## config.mk

```make
export PLATFORM = sky130hd
export DESIGN_NAME = spi_frame_ctrl_flat
export DESIGN_NICKNAME = d
export VERILOG_FILES = /design/src/rtl/spi_frame_pkg.sv /design/src/rtl/spi_frame_ctrl_if.sv /design/src/rtl/spi_frame_ctrl.sv /design/src/flat_wrapper.sv
export SDC_FILE = /design/constraint.sdc
export NUM_CORES = 1
export LEC_CHECK = 0
export BUFFER_PORTS_ARGS = -buffer_cell sky130_fd_sc_hd__buf_4
export CAP_MARGIN = 40
export CORE_UTILIZATION = 34
export DETAILED_ROUTE_END_ITERATION = 10
export PLACE_DENSITY = 0.5
export SYNTH_ARGS = -nofsm -noshare
export SYNTH_HDL_FRONTEND = slang
export SYNTH_SLANG_ARGS = --single-unit
```

## constraint.sdc

```tcl
create_clock -name clk -period 7 [get_ports clk]
set_input_delay 0 -clock clk [delete_from_list [all_inputs] [get_ports clk]]
set_output_delay 0 -clock clk [all_outputs]
set_load 0.005 [all_outputs]
```

## src/rtl/spi_frame_pkg.sv

```systemverilog
// Shared types and defaults for the SPI frame sequencer.
package spi_frame_pkg;

    localparam int          DEFAULT_ADDR_WIDTH = 11;
    localparam logic [31:0] DEFAULT_BUSY_WORD  = 32'hFFFF_FFFF;

    typedef enum logic [2:0] {
        ST_IDLE,
        ST_LOAD,
        ST_RUN,
        ST_REPLY_CNT,
        ST_REPLY_DATA
    } state_t;

endpackage

```

## src/rtl/spi_frame_ctrl_if.sv

```systemverilog
// Word, RAM and core signals of the frame sequencer.
// The master side is the controller; the slave side is its environment.
interface spi_frame_ctrl_if #(
    parameter int ADDR_WIDTH = 11
);
    // SPI slave word interface
    logic                  rx_valid;
    logic [31:0]           rx_data;
    logic [31:0]           tx_data;
    // Shared RAM port
    logic                  mem_own;
    logic [ADDR_WIDTH-1:0] mem_addr;
    logic                  mem_we;
    logic [31:0]           mem_wdata;
    logic [31:0]           mem_rdata;
    // Subdivision core handshake
    logic                  core_start;
    logic                  core_done;
    logic [31:0]           core_words;
    // Status
    logic                  busy;
    logic                  ovf;

    modport master (
        input  rx_valid, rx_data, mem_rdata, core_done, core_words,
        output tx_data, mem_own, mem_addr, mem_we, mem_wdata,
               core_start, busy, ovf
    );

    modport slave (
        output rx_valid, rx_data, mem_rdata, core_done, core_words,
        input  tx_data, mem_own, mem_addr, mem_we, mem_wdata,
               core_start, busy, ovf
    );

endinterface

```

## src/rtl/spi_frame_ctrl.sv

```systemverilog
// Word-level sequencer: loads an inbound frame into RAM, starts the core,
// answers polls with a busy word, then streams the result back out.
module spi_frame_ctrl
    import spi_frame_pkg::*;
#(
    parameter int          ADDR_WIDTH = DEFAULT_ADDR_WIDTH,
    parameter logic [31:0] BUSY_WORD  = DEFAULT_BUSY_WORD
) (
    input logic             clk,
    input logic             rstb,
    spi_frame_ctrl_if.master bus
);

    localparam logic [31:0] CAPACITY = 32'd1 << ADDR_WIDTH;

    state_t      state;
    logic [31:0] n_words;    // inbound payload length N
    logic [31:0] m_words;    // result length M, clamped to RAM capacity
    logic [31:0] index;      // payload / result word index
    logic        rd_pend;    // RAM read issued last cycle, data arrives now
    logic [31:0] tx_data;
    logic        core_start;
    logic        busy;
    logic        ovf;

    logic        in_range;
    logic        last_load;
    logic        last_reply;
    logic [31:0] addr_idx;

    assign in_range   = index < CAPACITY;
    assign last_load  = index == n_words - 32'd1;
    assign last_reply = index == m_words - 32'd1;

    // Read address runs one word ahead on a streaming exchange so the next
    // result word is fetched in the rx_valid cycle itself.
    always_comb begin
        addr_idx = index;
        if (state == ST_REPLY_DATA && bus.rx_valid && !last_reply) begin
            addr_idx = index + 32'd1;
        end
    end

    // RAM write is combinational from the registered index and the live word.
    assign bus.mem_own   = state != ST_RUN;
    assign bus.mem_we    = state == ST_LOAD && bus.rx_valid && in_range;
    assign bus.mem_addr  = addr_idx[ADDR_WIDTH-1:0];
    assign bus.mem_wdata = bus.mem_we ? bus.rx_data : 32'd0;

    assign bus.tx_data    = tx_data;
    assign bus.core_start = core_start;
    assign bus.busy       = busy;
    assign bus.ovf        = ovf;

    // Frame sequencing FSM with registered outputs.
    // NOTE: all state here uses non-blocking assignments so every register
    // samples pre-edge values, independent of statement order.
    always_ff @(posedge clk or negedge rstb) begin
        if (!rstb) begin
            state      <= ST_IDLE;
            n_words    <= '0;
            m_words    <= '0;
            index      <= '0;
            rd_pend    <= 1'b0;
            tx_data    <= '0;
            core_start <= 1'b0;
            busy       <= 1'b0;
            ovf        <= 1'b0;
        end else begin
            core_start <= 1'b0;
            rd_pend    <= 1'b0;
            case (state)
                ST_IDLE: begin
                    tx_data <= '0;
                    if (bus.rx_valid) begin
                        n_words <= bus.rx_data;
                        index   <= '0;
                        ovf     <= 1'b0;
                        if (bus.rx_data == 32'd0) begin
                            state      <= ST_RUN;
                            core_start <= 1'b1;
                            busy       <= 1'b1;
                            tx_data    <= BUSY_WORD;
                        end else begin
                            state <= ST_LOAD;
                        end
                    end
                end
                ST_LOAD: begin
                    if (bus.rx_valid) begin
                        if (!in_range) begin
                            ovf <= 1'b1;
                        end
                        if (last_load) begin
                            state      <= ST_RUN;
                            core_start <= 1'b1;
                            busy       <= 1'b1;
                            tx_data    <= BUSY_WORD;
                            index      <= '0;
                        end else begin
                            index <= index + 32'd1;
                        end
                    end
                end
                ST_RUN: begin
                    // Polls are ignored here; a coincident poll keeps BUSY_WORD.
                    if (bus.core_done) begin
                        m_words <= (bus.core_words > CAPACITY) ? CAPACITY : bus.core_words;
                        tx_data <= bus.core_words;
                        busy    <= 1'b0;
                        index   <= '0;
                        state   <= ST_REPLY_CNT;
                    end
                end
                ST_REPLY_CNT: begin
                    if (bus.rx_valid) begin
                        if (m_words == 32'd0) begin
                            tx_data <= '0;
                            state   <= ST_IDLE;
                        end else begin
                            rd_pend <= 1'b1;
                            state   <= ST_REPLY_DATA;
                        end
                    end
                end
                ST_REPLY_DATA: begin
                    if (rd_pend) begin
                        tx_data <= bus.mem_rdata;
                    end
                    if (bus.rx_valid) begin
                        if (last_reply) begin
                            tx_data <= '0;
                            index   <= '0;
                            state   <= ST_IDLE;
                        end else begin
                            index   <= index + 32'd1;
                            rd_pend <= 1'b1;
                        end
                    end
                end
                default: state <= ST_IDLE;
            endcase
        end
    end

endmodule

```

## src/flat_wrapper.sv

```systemverilog
// flat-port wrapper written by rule: the top's interface ports become plain ports
module spi_frame_ctrl_flat import spi_frame_pkg::*;
#(
    parameter int          ADDR_WIDTH = DEFAULT_ADDR_WIDTH,
    parameter logic [31:0] BUSY_WORD  = DEFAULT_BUSY_WORD
)
  (clk, rstb, bus_rx_valid, bus_rx_data, bus_mem_rdata, bus_core_done, bus_core_words, bus_tx_data, bus_mem_own, bus_mem_addr, bus_mem_we, bus_mem_wdata, bus_core_start, bus_busy, bus_ovf);
  spi_frame_ctrl_if #(.ADDR_WIDTH(ADDR_WIDTH)) bus_i ();
  input logic clk;
  input logic rstb;
  input wire logic [$bits(bus_i.rx_valid)-1:0] bus_rx_valid;
  input wire logic [$bits(bus_i.rx_data)-1:0] bus_rx_data;
  input wire logic [$bits(bus_i.mem_rdata)-1:0] bus_mem_rdata;
  input wire logic [$bits(bus_i.core_done)-1:0] bus_core_done;
  input wire logic [$bits(bus_i.core_words)-1:0] bus_core_words;
  output wire logic [$bits(bus_i.tx_data)-1:0] bus_tx_data;
  output wire logic [$bits(bus_i.mem_own)-1:0] bus_mem_own;
  output wire logic [$bits(bus_i.mem_addr)-1:0] bus_mem_addr;
  output wire logic [$bits(bus_i.mem_we)-1:0] bus_mem_we;
  output wire logic [$bits(bus_i.mem_wdata)-1:0] bus_mem_wdata;
  output wire logic [$bits(bus_i.core_start)-1:0] bus_core_start;
  output wire logic [$bits(bus_i.busy)-1:0] bus_busy;
  output wire logic [$bits(bus_i.ovf)-1:0] bus_ovf;
  assign bus_i.rx_valid = bus_rx_valid;
  assign bus_i.rx_data = bus_rx_data;
  assign bus_i.mem_rdata = bus_mem_rdata;
  assign bus_i.core_done = bus_core_done;
  assign bus_i.core_words = bus_core_words;
  assign bus_tx_data = bus_i.tx_data;
  assign bus_mem_own = bus_i.mem_own;
  assign bus_mem_addr = bus_i.mem_addr;
  assign bus_mem_we = bus_i.mem_we;
  assign bus_mem_wdata = bus_i.mem_wdata;
  assign bus_core_start = bus_i.core_start;
  assign bus_busy = bus_i.busy;
  assign bus_ovf = bus_i.ovf;
  spi_frame_ctrl #(.ADDR_WIDTH(ADDR_WIDTH), .BUSY_WORD(BUSY_WORD)) u_core (.clk(clk), .rstb(rstb), .bus(bus_i));
endmodule
```

### Word-level counts from Yosys, hierarchy flattened

Index checks and enable logic that the tools add are counted.

| cells by class | value |
|---|---|
| add/sub/neg operators | 3 |
| magnitude comparators | 2 |
| eq/ne operators | 17 |
| muxes and demuxes | 51 |
| reduce and logical (&&, ||, !) cells | 19 |

Operators with widths:

| cell | count |
|---|---|
| 32-bit two-way mux | 18 |
| 32-bit one-hot mux with 5 select lines | 1 |
| 32-bit one-hot mux with 4 select lines | 1 |
| 32-bit equality test | 2 |
| 32-bit logical NOT | 2 |
| 32-bit by 1-bit subtractor with 32-bit output, second input constant | 2 |
| 32-bit by 1-bit adder with 32-bit output, second input constant | 1 |
| 32-bit by 12-bit > comparator with 1-bit output, second input constant | 1 |
| 32-bit by 12-bit < comparator with 1-bit output, second input constant | 1 |
| 3-bit two-way mux | 8 |
| 1-bit two-way mux | 16 |
| 3-bit one-hot mux with 5 select lines | 1 |
| 2-bit != test, second input constant | 6 |
| 6-bit AND reduction | 2 |
| 11-bit two-way mux | 1 |
| 2-bit by 1-bit != test with 1-bit output, second input constant | 4 |
| 7-bit AND reduction | 1 |
| 3-bit by 2-bit equality test with 1-bit output, second input constant | 2 |
| 1-bit one-hot mux with 2 select lines | 3 |
| 5-bit AND reduction | 1 |
| 5-bit nonzero test | 1 |
| 1-bit logical AND | 4 |
| 2-bit AND reduction | 2 |
| 4-bit AND reduction | 1 |
| other kinds (10) | 10 |

| storage, ports and cells | value |
|---|---|
| register bits after elaboration | 135 |
| input port bits | 100 |
| output and inout port bits | 80 |
| logic and storage cells | 101 |

### Depth between registers and ports, before layout

Gate-level depths: netlist of run 1.

| logic depth | value |
|---|---|
| depth in word-level cells | 5 |
| mapped depth | 13 |

### Worst setup path after synthesis of run 1

OpenSTA, ideal clock, no wires.

| path | value |
|---|---|
| path type | register to register |
| start | register u_core.m_words[3] |
| end | register u_core.index[19] |
| arrival time | 3088 ps |
| required time | 6864 ps |
| path slack | 3776 ps |
| stages on the path, launching flop included | 14 |
| path buffers | 4 |
| cells stage by stage | dfrtp_1 buf_2 nor3_2 nand3_1 buf_2 or4_1 o21a_1 nor4b_1 nand3_1 o21ba_1 buf_2 buf_2 a221oi_1 o31ai_2 |

| between the ends | value |
|---|---|
| cells in the longest elaborated chain, start to end | 5 |

Ends and longest elaborated chain:

| element | line | RTL |
|---|---|---|
| from (decl) | spi_frame_ctrl.sv:18 | `logic [31:0] m_words;` |
| from (signal assigned) | spi_frame_ctrl.sv:108 | `m_words <= (bus.core_words > CAPACITY) ? CAPACITY : bus.core_words;` |
| 32-bit by 1-bit subtractor with 32-bit output | spi_frame_ctrl.sv:33 | `assign last_reply = index == m_words - 32'd1;` |
| 32-bit equality test | spi_frame_ctrl.sv:33 |  |
| 32-bit two-way mux | spi_frame_ctrl.sv:131 | `if (last_reply) begin` |
| 32-bit two-way mux | spi_frame_ctrl.sv:130 | `if (bus.rx_valid) begin` |
| 32-bit one-hot mux with 4 select lines | spi_frame_ctrl.sv:72 | `case (state)` |
| to (signal assigned) | spi_frame_ctrl.sv:101 | `index <= index + 32'd1;` |
| to (signal assigned) | spi_frame_ctrl.sv:136 | `index <= index + 32'd1;` |
| to (decl) | spi_frame_ctrl.sv:19 | `logic [31:0] index;` |

No other way between the ends. The select of a mux whose other input is x is not followed.
A chain may end at the register's enable or synchronous reset.

### Final worst setup path of run 1

| path | value |
|---|---|
| start | register u_core.n_words[6] |
| end | register u_core.tx_data[28], in the netlist u_core.bus.tx_data[28] |

| between the ends | value |
|---|---|
| cells in the longest elaborated chain, start to end | 4 |

Ends and longest elaborated chain:

| element | line | RTL |
|---|---|---|
| from (decl) | spi_frame_ctrl.sv:17 | `logic [31:0] n_words;` |
| from (signal assigned) | spi_frame_ctrl.sv:76 | `n_words <= bus.rx_data;` |
| 32-bit by 1-bit subtractor with 32-bit output | spi_frame_ctrl.sv:32 | `assign last_load = index == n_words - 32'd1;` |
| 32-bit equality test | spi_frame_ctrl.sv:32 |  |
| 2-bit by 1-bit != test with 1-bit output (no source line) | n/a |  |
| 6-bit AND reduction (no source line) | n/a |  |
| to (signal assigned) | spi_frame_ctrl.sv:109 | `tx_data <= bus.core_words;` |
| to (signal assigned) | spi_frame_ctrl.sv:128 | `tx_data <= bus.mem_rdata;` |
| to (decl) | spi_frame_ctrl.sv:21 | `logic [31:0] tx_data;` |

No other way between the ends.

==> impl_results.md, run 1 <==
- Status: finished clean
- Final HPWL DP: 23,900 um
- # IOs: 180
- Total Routing Usage GR: 0.224
- Register area: 0.00338 sq mm
- Largest stage delay, worst path: 0.63 ns
- Number of instances resized during post-cts repair: 0
- Hold buffers post-CTS: 95
- Post-DRT Antenna Nets: 0
- Detailed-route via count: 9,942
- Hold Crit Class: in -> reg
- Fill cell count: 2,835
- WP data required: 7.31 ns
- Avg Cell Area, Syn: 8.47 sq um
- P_int: 2.90 mW
- Max_cap viols: 0
- Final setup viols: 0
- Ys flop type: dfrtp_1
- Vias in the first global route: between 9,000 and 10,000
- RSZ-0062 raised after global routing: false
- Syn_nets: 1,295
- Crit. Startpoint: u_core.n_words[6]
- Hold Worst Slack: roughly 0.0083 ns
- Asr flop ratio synth: 1.00
- Area Overhead vs Synth: 30.8%
- Worst-path clk slew: 0.07 ns
- Largest net degree at the start of global routing: 78
- Design Power: 5.17 mW
- DR iter-0 viols: ~670
- First-pass GRT wire length: approximately 54,000 um
- Critical path, cell by cell: nor4_1 -> nand4b_1 -> o311a_1 -> a31oi_1 -> nor3_1 -> and4_1 -> a21boi_4 -> nor2_2 -> buf_4 -> a2bb2oi_1 -> dlygate4sd3_1
- Worst Path Buf+Inv: 2
- Final worst-path cycle share: 0.643
- Overall routed net length: 34,000 um
- Core box area: between 0.02 and 0.03 sq mm
- Critical Path End Type: register
- Area occupied by multi-input gates: about 0.0063 sq mm
- Comb pwr share: 0.534
- CTS max path bufs: 2
- Final std cells w/o fill: ~1,800
- # DRC: 0
- Hold_sp: bus_mem_rdata[11]
- Clock sink count: roughly 140
- Die footprint: roughly 0.030 sq mm
- Drt wl/cell: 18.9 um
- Tmin final: approximately 4.5 ns
- Post-Syn Instances: around 1,200
- Total grt overflow: 0
- Static Leak: between 5 and 6 nW
- EDFF count, synth: 0
- Drt first pass iters: 5
- Cell Area, Synth: 0.0101 sq mm
- Worst rel slew slack: 0.403
- Via density per instance: 5.52
- Share of power burned in registers: 0.293
- Layout cells sized above 1: 0.203
- CP Max Fanout: 32
- Crit path max-delay family: simple AND/OR/NAND/NOR gates
- PwrDens: a little under 400 mW/mm^2
- Antenna violations before repair: 0
- Postcts setup bufs: 0
- Post-synthesis cell type count: 79
- Final Wtd Congestion: 0.890
- WS Path Type: reg -> reg
- Synth warn: 0
- Port bufs: 179
- Setup TNS Final: 0 ns
- Worst skew pair latency: 0.44 ns
- Worst clock skew: 0.0152 ns
- Max Slew Vio Count: 0
- H-tree levels: 4
- Seq cells post-synth: approximately 140
- Critical path's slowest cell: a21boi_4
- Die width: 174 um
- Antenna Cells: 0
- CTS root buf: clkbuf_16
- Num CTS Buffers: 17
- Rows: 62
- Clock share of power: 0.173
- Startpoint Class: register
- Worst Tran Pin Value: 0.895 ns
- Post-synthesis sequential area ratio: 0.335
- Switching power: 2.27 mW
- Placed cell count: around 1,700
- R2R Setup Slk: 2.50 ns
- Starting Density: 0.349
- Switching share of total power: 0.438
- Final Hold Viols: 0
- Reg2reg start: u_core.n_words[6]
- TritonCTS clock tree: yes
- Fmax: 222 MHz
- Final #Nets: 1,507
- Die height: roughly 170 um
- VDD IR-drop max: 0.198 mV
- Worst Path Arrival: slightly below 5 ns
-- layer usage --
metal | vias up | GRT usage | wire length, um
met4 | 0 | 0.0556 | 419
met1 | 4872 | 0.318 | 16400
met3 | 35 | 0.0405 | 1530
met5 | - | 0 | 0
met2 | 242 | 0.349 | 15700
li1 | 4793 | - | -
-- worst paths after layout --
| kind | end | cells past startpoint |
|---|---|---|
| max in group asynchronous | u_core.m_words[22] | 3 |
| worst min register to register | u_core.bus.busy | 2 |
| worst min-delay path | u_core.bus.tx_data[11] | 5 |
| worst max-delay path | u_core.bus.tx_data[28] | 11 |
| worst max register to register | u_core.bus.tx_data[28] | 11 |
| min in group asynchronous | u_core.n_words[3] | 2 |
-- placed cells by master (no fill, tap or decap), types with 37 or more instances in the layout --
master,count
a21oi_1,53
nor4_1,41
dlygate4sd3_1,95
nand2_1,124
nand3_1,40
xnor2_1,55
nor2_1,85
dfrtp_1,134
nor3_1,37
and2_1,66
mux2i_1,43
buf_4,190
xor2_1,37
-- worst reg2reg max path, delay by kind of cell (launching register included) --
family | cells | cell delay [ns]
and+or+nand+nor | 5 | 1.56
AOI/OAI and AO/OA | 4 | 1.51
buffers and inverters | 2 | 0.84
DFF | 1 | 0.46
-- cells in the mapped netlist (all sizes together) (31+ instances only) --
| cell type | count | area [sq um] |
|---|---|---|
| dfrtp | 135 | 3380 |
| nand2 | 124 | 465 |
| nor2 | 88 | 340 |
| clkbuf | 77 | 289 |
| and2 | 66 | 413 |
| xnor2 | 55 | 482 |
| a21oi | 53 | 265 |
| nor4 | 45 | 315 |
| mux2i | 43 | 430 |
| nor3 | 41 | 226 |
| nand3 | 40 | 200 |
| xor2 | 37 | 324 |
| a2bb2oi | 32 | 280 |
| mux2 | 32 | 360 |
| o21ai | 31 | 159 |
-- cell families after synthesis --
kind of cell             synth area share
AND/OR/NAND/NOR                     0.290
AO/OA/AOI/OAI                       0.168
flip-flops                          0.335
buffers and inverters              0.0450
XOR/XNOR                           0.0798
multiplexers                       0.0783
adder cells (fa/ha/maj)           0.00372
-- state kept, by name (all words and copies together) (netlist names) --
register / flops
u_core.bus.busy: 1
u_core.bus.core_start: 1
u_core.bus.ovf: 1
u_core.bus.tx_data: 32
u_core.index: 32
u_core.m_words: 32
u_core.n_words: 32
u_core.rd_pend: 1
u_core.state: 3
-- stage by stage --
step           instance area (sq um)   util  worst slack (ns)
2_1_floorplan                  10100      -              3.78
3_3_place_gp                   11600  0.402              3.03
3_5_place_dp                   11700  0.404              2.92
4_1_cts                        13200  0.456              2.56
5_1_grt                        13200  0.456              2.31
6_report                       13200  0.456              2.50
-- area by class of cell --
class	instances	area share
well taps	384	0.0364
multi-input cells	945	0.476
repair buffers	289	0.184
clock buffers	18	0.0333
clock inverters	14	0.00967
flip-flops and latches	135	0.256
inverters	16	0.00455
-- power groups by stage --
| stage | clock, mW | combinational (mW) | sequential, mW |
|---|---|---|---|
| after detailed placement | 0 | 2.54 | 1.52 |
| final | 0.894 | 2.76 | 1.51 |
| after global routing | 0.940 | 3.03 | 1.57 |
| after global placement | 0 | 2.50 | 1.54 |
| after floorplan | 0 | 1.91 | 1.25 |
| after CTS | 0.915 | 2.75 | 1.51 |
Note: power is estimated with default switching activity, not from simulation.
==> inputs of run 2 (changes only) <==
==> constraint.sdc (replaced) <==
create_clock -name clk -period 4.6 [get_ports clk]
set_input_delay 0 -clock clk [delete_from_list [all_inputs] [get_ports clk]]
set_output_delay 0 -clock clk [all_outputs]
set_load 0.005 [all_outputs]
==> impl_results.md, run 2 (synthesized netlist as in run 1, its figures left out) <==
- Port bufs: 179 (unchanged)
- Final Hold Viols: 0 (unchanged)
- Detailed-route via count: 10,000 (+0.84%)
- DR iter-0 viols: 704 (+5.9%)
- Most common cell after layout, fill and taps aside: buf_4
- Worst clock skew: 0.0175 ns (+0.00230 ns)
- Placed Area: 0.0118 sq mm (+0.99%)
- CTS max path bufs: 2 (unchanged)
- Die footprint: 0.0304 sq mm (unchanged)
- Num CTS Buffers: 17 (unchanged)
- Final std cells w/o fill: 1,809 (+0.44%)
- Most frequent cells in the layout: 209 x buf_4, 134 x dfrtp_1, 124 x nand2_1
- RSZ-0062 raised after global routing: false
- R2R Setup Slk: 0.30 ns (-2.20 ns)
- PwrDens: 596 mW/mm^2 (+52%)
- Critical Path End Type: register
- Clock sink count: 135 (unchanged)
- Core box area: 0.0289 sq mm (unchanged)
- TritonCTS clock tree: yes
- Die width: 174 um (unchanged)
- First-pass GRT wire length: 55,900 um (+3.2%)
- Final setup viols: 0 (unchanged)
- WS Path Type: reg -> reg
- Tmin final: 4.30 ns (-0.200 ns)
- Setup TNS Final: 0 ns (unchanged)
- Layout cells sized above 1: 0.217 (+0.0136)
- Overall routed net length: 34,800 um (+2.4%)
- Post-DRT Antenna Nets: 0 (unchanged)
- Max_cap viols: 0 (unchanged)
- Starting Density: 0.349 (unchanged)
- Status: finished clean
- CTS root buf: clkbuf_16
- Fill cell count: 2,789 (-1.6%)
- Fin area: 0.0133 sq mm (+0.64%)
- Worst Path Arrival: 4.67 ns (-0.14 ns)
- Pre-CTS setup slack: 0.648 ns (-2.27 ns)
- Hold Crit Class: in -> reg
- Vias in the first global route: 9,637 (+1.2%)
- Placed cell count: 1,688 (+0.84%)
- Total Routing Usage GR: 0.231 (+0.00732)
- Drt first pass iters: 5 (unchanged)
- Via density per instance: 5.54 (+0.40%)
- # IOs: 180 (unchanged)
- # DRC: 0 (unchanged)
- VDD IR-drop max: 0.407 mV (+110%)
- Static Leak: 5.57 nW (+1.1%)
- Fmax: 233 MHz (+4.6%)
- Final #Nets: 1,515 (+0.53%)
- Worst skew pair latency: 0.43 ns (about the same)
- Setup ws final: 0.300 ns (-2.20 ns)
- Worst-path clk slew: 0.08 ns (about the same)
- Antenna Cells: 0 (unchanged)
- Die height: 174 um (unchanged)
- Area Overhead vs Synth: 31.6%
- H-tree levels: 4 (unchanged)
- Drt wl/cell: 19.2 um (+1.9%)
- Largest net degree at the start of global routing: 57 (-27%)
- Startpoint Class: register
- Rows: 62 (unchanged)
- Total grt overflow: 0 (unchanged)
- Register area: 0.00338 sq mm (unchanged)
- Worst Tran Pin Value: 0.920 ns (+0.0247 ns)
- WP data required: 4.97 ns (-2.34 ns)
- Area occupied by multi-input gates: 0.00628 sq mm (about the same)
- Final HPWL DP: 24,800 um (+3.8%)
- Worst rel slew slack: 0.387 (-0.0165)
- Max Slew Vio Count: 0 (unchanged)
- Final worst-path cycle share: 0.935 (+0.292)
- Antenna violations before repair: 1 (+1)
- CP Max Fanout: 32 (unchanged)
- Final Wtd Congestion: 0.920 (+3.4%)
run 2: changes by cell type in the layout (fill, tap and decap cells not counted), moves of 2 or more:
cell / change
buf_4: +19
clkinv_4: +2
bufinv_16: +2
inv_6: -4
dlygate4sd3_1: -11
run 2: worst paths after layout:
kind	from	endpoint	cells past startpoint
setup / recovery	u_core.n_words[11]	u_core.bus.tx_data[17]	12
hold / removal	bus_mem_rdata[28]	u_core.bus.tx_data[28]	5
setup reg to reg	u_core.n_words[11]	u_core.bus.tx_data[17]	12
hold reg to reg	u_core.bus.busy	u_core.bus.busy	2
max in group asynchronous	rstb	u_core.bus.tx_data[21]	4
min in group asynchronous	rstb	u_core.n_words[4]	2
run 2: cell type report:
| type | instances | share of cell area |
|---|---|---|
| Sequential cell | 135 | 0.254 |
| Inverter | 16 | 0.00452 |
| Clock inverter | 15 | 0.0125 |
| Timing Repair Buffer | 297 | 0.187 |
| Multi-Input combinational cell | 945 | 0.473 |
| Tap cell | 384 | 0.0362 |
| Clock buffer | 17 | 0.0320 |
run 2: critical path: stages (launching register included):
cell and delay [ns]:
dfrtp_1 0.47, or4_4 0.60, or4_1 0.59, nor4_2 0.34
mux2i_1 0.21, nor4_1 0.27, and4_1 0.28, a21boi_4 0.08
buf_12 0.16, nor2_2 0.09, buf_4 0.37, a2bb2oi_1 0.20
dlygate4sd3_1 0.57
run 2: power breakdown:
group | switching, mW | internal [mW]
combinational | 2.13 | 2.08
sequential | 0.710 | 1.59
clock | 0.601 | 0.812
total | 3.44 | 4.48
run 2: repair_timing:
item                                    4_1_cts  5_1_grt
buffers inserted                              0        5
resized for setup                             0        2
endpoints found under the hold margin       170        0
hold buffers                                 84        0
endpoints found under the setup margin        0       20
run 2: through the flow:
stage                     hold WS [ns]   util  power [mW]
after floorplan                 -0.296      -        4.81
after global placement           0.162  0.406        6.19
after detailed placement       -0.0610  0.408        6.24
after CTS                    0.0000744  0.457        7.88
after global routing            0.0146  0.459        8.51
final                           0.0145  0.459        7.92
run 2: routing by layer:
metal,part of all wire,wire (um),track usage,vias to the layer above
met5,0,0,0,-
met4,0.011,396,0.0526,0
met3,0.054,1870,0.0332,29
met2,0.46,15900,0.357,300
met1,0.48,16700,0.338,4891
li1,-,-,-,4806
